--- src/rtl/control_unit_pkg.sv ---
// Control encodings produced by decode and consumed downstream.
package control_unit_pkg;
  typedef enum logic [1:0] {
    MEM_W = 2'd0,
    MEM_H = 2'd1,
    MEM_B = 2'd2
  } memsize_t;

  typedef enum logic [1:0] {
    RS_ALU = 2'd0,
    RS_MEM = 2'd1,
    RS_NPC = 2'd2,
    RS_IMM = 2'd3
  } regsel_t;
endpackage

--- src/rtl/cpu_types_pkg.sv ---
// Basic datapath types shared across the core.
package cpu_types_pkg;
  typedef logic [31:0] word_t;
  typedef logic [4:0]  regbits_t;
endpackage

--- src/rtl/subword_align.sv ---
// Byte/halfword lane extraction for loads and lane merge for stores.
module subword_align
  import cpu_types_pkg::*;
  import control_unit_pkg::*;
(
  input  word_t      i_word,
  input  logic [1:0] i_lane,
  input  memsize_t   i_size,
  input  logic       i_signed,
  input  word_t      i_wdat,
  output word_t      o_load,
  output word_t      o_merge
);
  logic [7:0]  w_byte;
  logic [15:0] w_half;
  logic [4:0]  w_bofs;

  always_comb begin
    w_bofs  = {i_lane, 3'b000};
    w_byte  = i_word[w_bofs +: 8];
    w_half  = i_lane[1] ? i_word[31:16] : i_word[15:0];
    o_load  = i_word;
    o_merge = i_wdat;
    case (i_size)
      MEM_B: begin
        o_load  = {{24{i_signed & w_byte[7]}}, w_byte};
        o_merge = i_word;
        o_merge[w_bofs +: 8] = i_wdat[7:0];
      end
      MEM_H: begin
        o_load  = {{16{i_signed & w_half[15]}}, w_half};
        o_merge = i_lane[1] ? {i_wdat[15:0], i_word[15:0]}
                            : {i_word[31:16], i_wdat[15:0]};
      end
      default: begin
        o_load  = i_word;
        o_merge = i_wdat;
      end
    endcase
  end
endmodule

--- src/rtl/memory_stage.sv ---
// MEM stage: data cache sequencing, sub-word load/store, MEM/WB latch.
module memory_stage
  import cpu_types_pkg::*;
  import control_unit_pkg::*;
#(
  parameter bit SUBWORD_EN   = 1'b1,
  parameter bit MISALIGN_CHK = 1'b1
) (
  input  logic     CLK,
  input  logic     nRST,
  input  logic     ihit,
  input  logic     flush,
  input  logic     valid,
  input  word_t    nPC,
  input  word_t    ALUOut,
  input  word_t    rtdat,
  input  logic     dREN,
  input  logic     dWEN,
  input  logic     regWr,
  input  memsize_t memSize,
  input  logic     memSigned,
  input  regsel_t  regSel,
  input  regbits_t regDst,
  output logic     dmemREN,
  output logic     dmemWEN,
  output word_t    dmemaddr,
  output word_t    dmemstore,
  input  word_t    dmemload,
  input  logic     dhit,
  output logic     mem_stall,
  output logic     valid_next,
  output logic     regWr_next,
  output logic     misalign_next,
  output word_t    nPC_next,
  output word_t    ALUOut_next,
  output word_t    dmemload_next,
  output regsel_t  regSel_next,
  output regbits_t regDst_next
);
  typedef enum logic [2:0] {
    IDLE, RD, RMW_RD, WR, HOLD
  } state_t;

  state_t   r_state;
  state_t   w_state_n;
  memsize_t w_size;
  logic     w_sgn;
  logic     w_ld;
  logic     w_st;
  logic     w_mis;
  logic     w_start;
  logic     w_en;
  word_t    w_ext;
  word_t    w_mrg;
  word_t    r_load;
  word_t    r_merge;

  assign w_size = SUBWORD_EN ? memSize : MEM_W;
  assign w_sgn  = SUBWORD_EN ? memSigned : 1'b0;
  // A simultaneous load/store request is resolved as a load.
  assign w_ld   = valid & dREN;
  assign w_st   = valid & dWEN & ~dREN;
  assign w_mis  = MISALIGN_CHK & (w_ld | w_st) &
                  (((w_size == MEM_W) & (ALUOut[1:0] != 2'b00)) |
                   ((w_size == MEM_H) & ALUOut[0]));
  assign w_start = (w_ld | w_st) & ~w_mis & ~nRST;

  assign mem_stall = (r_state == RD) | (r_state == RMW_RD) |
                     (r_state == WR) | ((r_state == IDLE) & w_start);
  assign w_en      = ihit & ~mem_stall;

  assign dmemREN   = (r_state == RD) | (r_state == RMW_RD);
  assign dmemWEN   = (r_state == WR);
  assign dmemaddr  = {ALUOut[31:2], 2'b00};
  assign dmemstore = (w_size == MEM_W) ? rtdat : r_merge;

  subword_align u_align (
    .i_word   (dmemload),
    .i_lane   (ALUOut[1:0]),
    .i_size   (w_size),
    .i_signed (w_sgn),
    .i_wdat   (rtdat),
    .o_load   (w_ext),
    .o_merge  (w_mrg)
  );

  always_comb begin
    w_state_n = r_state;
    unique case (r_state)
      IDLE: begin
        if (w_start) begin
          if (w_ld)                 w_state_n = RD;
          else if (w_size == MEM_W) w_state_n = WR;
          else                      w_state_n = RMW_RD;
        end
      end
      RD:      if (dhit) w_state_n = HOLD;
      RMW_RD:  if (dhit) w_state_n = WR;
      WR:      if (dhit) w_state_n = HOLD;
      HOLD:    if (w_en) w_state_n = IDLE;
      default: w_state_n = IDLE;
    endcase
  end

  always_ff @(posedge CLK or posedge nRST) begin
    if (nRST) begin
      r_state <= IDLE;
      r_load  <= '0;
      r_merge <= '0;
    end else begin
      r_state <= w_state_n;
      if ((r_state == RD) & dhit)     r_load  <= w_ext;
      if ((r_state == RMW_RD) & dhit) r_merge <= w_mrg;
    end
  end

  always_ff @(posedge CLK or posedge nRST) begin
    if (nRST) begin
      valid_next    <= 1'b0;
      regWr_next    <= 1'b0;
      misalign_next <= 1'b0;
      nPC_next      <= '0;
      ALUOut_next   <= '0;
      dmemload_next <= '0;
      regSel_next   <= RS_ALU;
      regDst_next   <= '0;
    end else if (w_en) begin
      if (flush | ~valid) begin
        valid_next    <= 1'b0;
        regWr_next    <= 1'b0;
        misalign_next <= 1'b0;
        nPC_next      <= '0;
        ALUOut_next   <= '0;
        dmemload_next <= '0;
        regSel_next   <= RS_ALU;
        regDst_next   <= '0;
      end else begin
        valid_next    <= 1'b1;
        regWr_next    <= regWr & ~w_mis;
        misalign_next <= w_mis;
        nPC_next      <= nPC;
        ALUOut_next   <= ALUOut;
        dmemload_next <= (w_ld & ~w_mis) ? r_load : '0;
        regSel_next   <= regSel;
        regDst_next   <= regDst;
      end
    end
  end
endmodule

--- config.mk ---
export PLATFORM = sky130hd
export DESIGN_NAME = memory_stage
export DESIGN_NICKNAME = d
export VERILOG_FILES = /design/src/rtl/control_unit_pkg.sv /design/src/rtl/cpu_types_pkg.sv /design/src/rtl/subword_align.sv /design/src/rtl/memory_stage.sv
export SDC_FILE = /design/constraint.sdc
export NUM_CORES = 1
export LEC_CHECK = 0
export CAP_MARGIN = 15
export CORE_ASPECT_RATIO = 1.2
export CORE_MARGIN = 5
export CORE_UTILIZATION = 41
export DETAILED_ROUTE_END_ITERATION = 12
export PLACE_DENSITY = 0.78
export SLEW_MARGIN = 15
export SYNTH_ARGS = -nofsm -noshare
export SYNTH_HDL_FRONTEND = slang
export SYNTH_SLANG_ARGS = --single-unit
--- constraint.sdc ---
create_clock -name CLK -period 6.1 [get_ports CLK]
set_input_delay 1.525 -clock CLK [delete_from_list [all_inputs] [get_ports CLK]]
set_output_delay 1.525 -clock CLK [all_outputs]
set_load 0.01 [all_outputs]
==> metrics.md <==
| Metric | Value |
|---|---|
| CTS Buf Count | `17` |
| Min-Delay Startpoint | `valid_next` |
| Clock buffer depth | `2` |
| Worst path required time | `about 4.6 ns` |
| Most common cell on crit path | `clkdlybuf4s50_1` |
| Final period util | `85.7%` |
| Most common cell after layout, fill and taps aside | `clkdlybuf4s50_1` |
| Layout Skew | `0.0129 ns` |
| FF+latch count, synth | `about 170` |
| Input/output buffers | `about 320` |
| Setup bufs post-CTS | `0` |
| Ys flop type | `dfrtp_1` |
| Async SR Flop Fraction | `100%` |
| HPWL Detailed | `between 20,000 and 25,000 um` |
| Post-cts resize count | `0` |
| Worst path bufs/invs | `3` |
| Initial antenna violation count | `0` |
| F_max | `191 MHz` |
| Gpl congestion | `0.945` |
| Vias in the first global route | `7,742` |
| Die Area | `23,900 um2` |
| Min-delay worst type | `flip-flop to flip-flop` |
| Initial DRT Pass Iterations | `5` |
| Max incr delay on CP | `between 0.5 and 0.6 ns` |
| Final Slew Violations | `0` |
| Clk sink count | `~170` |
| Period minus WS final | `about 5.2 ns` |
| DP Cell Count | `roughly 1,300` |
| CTS tree | `done` |
| CP Class | `input port to output port` |
| GRT Util Overall | `24.8%` |
| Die height | `roughly 170 um` |
| Hold Buf Count CTS | `0` |
| Worst-case vdd ir drop | `261 uV` |
| Layout Cells excl Fill | `approximately 1,300` |
| Critical path data arrival time | `3.70 ns` |
| Crit-path leading delay family | `buffers and inverters` |
| Fin. Hold Viols | `0` |
| Number of flops mapped to enable cells by yosys | `0` |
| Synth unique cells | `48` |
| Actual slew at the worst max-slew pin | `approximately 1.0 ns` |
| Crit path max-delay cell type | `clkdlybuf4s50_1` |
| Pwr dens | `~400 nW/um2` |
| DR iter-0 viols | `728` |
| Worst R2R Start | `r_state[1]` |
| Post-synthesis cell count | `slightly below 800` |
| Number of routed nets with antenna violations | `0` |
| FF-to-FF setup slack | `3.45 ns` |
| Row Count | `58` |
| Fillers | `approximately 1,700` |
| Max-cap violations | `0` |
| Vias per cell | `~6` |
| Cells along the critical path | `clkdlybuf4s50_1 > inv_1 > ha_1 > nor2b_4 > a2111oi_4 > nor3_1 > nor2_1 > clkdlybuf4s50_1` |
| CP Launch Type | `input port` |
| Max-slew headroom at the worst pin | `30.4%` |
| First-pass GRT wire length | `between 40,000 and 50,000 um` |
| Synth Warn # | `0` |
| Syn-to-layout area delta | `44.4%` |
| Wirelength per Cell | `~23 um` |
| Leak pwr | `approximately 5.1 nW` |
| H-tree depth | `4` |
| Reg-to-reg endpoint | `r_merge[28]` |
| Initial Util | `about 40%` |
| Syn avg cell area | `around 11 um2` |
| Worst R2R Path Depth | `6` |
| # IOs | `320` |
| Number of remaining DRC errors | `0` |
| Sequential area share after synthesis | `between 50% and 60%` |
| RSZ-0062 raised after global routing | `no` |
| Chip width | `roughly 140 um` |
| Hold Path Sink | `valid_next` |
| Total negative slack | `0 ns` |
| Vias after detailed routing | `around 7,800` |
| Post-Syn Area | `about 8600 um2` |
| Outcome | `finished clean` |
| Grt ovf | `0` |
| Critical Path Sink Type | `output port` |
| Worst hold path depth | `1` |
| Final setup violation count | `0` |
| Layout net count | `about 1,200` |
| Final WL | `30,500 um` |
| Core footprint | `~21,000 um2` |
| Largest net degree at the start of global routing | `roughly 110` |
| Share of cells above drive strength 1 | `a little over a tenth` |
| Clk slew on worst S/H paths | `~0.07 ns` |
| Crit-path max FO | `5` |
| CTS root buffer | `clkbuf_16` |
| Most frequent cells in the layout | `clkdlybuf4s50_1 (317), dfrtp_1 (173), a22o_1 (121)` |
| Clock Latency Late Sink | `0.43 ns` |
-- per-layer routing --
| layer | vias to the layer above | GRT usage [%] | wire [um] | part of all wire (%) |
|---|---|---|---|---|
| met5 | - | 0 | 0 | 0 |
| met4 | 0 | 11.0 | 1380 | 4.5 |
| met3 | 82 | 7.57 | 2930 | 9.6 |
| met2 | 439 | 39.5 | 14400 | 47 |
| met1 | 3822 | 31.1 | 11700 | 38 |
| li1 | 3481 | - | - | - |
-- cells by family (layout without fill, tap and decap cells) --
family	after synthesis	in the layout	synth area share, %
compound gates	269	269	24.1
other cells	1	3	0.0437
buf+inv	114	382	7.20
xor+xnor	1	1	0.102
fa+ha+maj	8	8	1.17
mux	57	57	7.64
simple gates	173	173	9.32
flops	173	173	50.4
-- cell usage after synthesis (2+ instances only) --
cell type	number	area share, %
nor2_1	83	3.6
a21oi_1	48	2.8
buf_1	2	0.087
a221oi_1	38	3.9
a22oi_1	8	0.70
o211ai_1	3	0.26
o21a_1	2	0.17
o21ai_0	12	0.70
mux2_2	48	6.3
a22o_1	121	12
buf_2	29	1.7
inv_1	12	0.52
ha_1	8	1.2
o22ai_1	26	1.9
a211oi_1	2	0.17
and2_1	2	0.15
mux2i_1	7	0.82
nor3_1	36	2.1
buf_4	35	3.1
buf_6	3	0.39
nand2b_1	6	0.44
dfrtp_1	173	50
mux4_2	2	0.52
nor4bb_1	3	0.35
clkbuf_1	32	1.4
or3_1	2	0.15
nand3_1	8	0.47
nand2_1	24	1.0
o21ai_1	2	0.12
-- power breakdown --
| group | internal (mW) | switching [mW] |
|---|---|---|
| clock | 0.601 | 0.523 |
| combinational | 1.05 | 0.922 |
| sequential | 1.54 | 0.269 |
-- sequential cells by signal, summed over array words and instances, names as in the netlist, 2 cells and up --
name / flops
nPC_next: 32
regDst_next: 5
ALUOut_next: 32
r_merge: 32
regSel_next: 2
r_state: 3
dmemload_next: 32
r_load: 32
-- through the flow --
stage | utilization (%) | power (mW) | instance area [um2] | hold slack, ns | setup slack, ns
2_1_floorplan | - | 2.82 | 8590 | 0.450 | 1.93
3_3_place_gp | 56.3 | 3.72 | 11700 | 0.459 | 0.931
3_5_place_dp | 56.3 | 3.77 | 11700 | 0.473 | 0.871
4_1_cts | 59.3 | 4.91 | 12300 | 0.491 | 0.874
5_1_grt | 59.5 | 5.17 | 12400 | 0.503 | 0.731
6_report | 59.5 | 4.90 | 12400 | 0.482 | 0.874
-- how the worst max path moves through the flow --
| stage | start | slack (ns) | depth (start not counted) | end |
|---|---|---|---|---|
| 2_1_floorplan | ALUOut[0] | 1.93 | 7 | mem_stall |
| 3_3_place_gp | ALUOut[0] | 0.93 | 8 | mem_stall |
| 3_5_place_dp | ALUOut[0] | 0.87 | 8 | mem_stall |
| 4_1_cts | ALUOut[0] | 0.87 | 8 | mem_stall |
| 5_1_grt | ALUOut[0] | 0.73 | 8 | mem_stall |
| 6_report | ALUOut[0] | 0.87 | 8 | mem_stall |
-- cell type report --
type | instances | area [um2] | share of cell area, %
sequential | 173 | 4330 | 34.9
multi-input combinational | 510 | 3690 | 29.8
timing repair buffer | 337 | 3370 | 27.2
clock buffer | 18 | 439 | 3.54
tap | 270 | 338 | 2.73
clock inverter | 14 | 173 | 1.39
inverter | 13 | 52.6 | 0.424
antenna | 1 | 2.50 | 0.0202
Note: power is estimated with default switching activity, not from simulation.
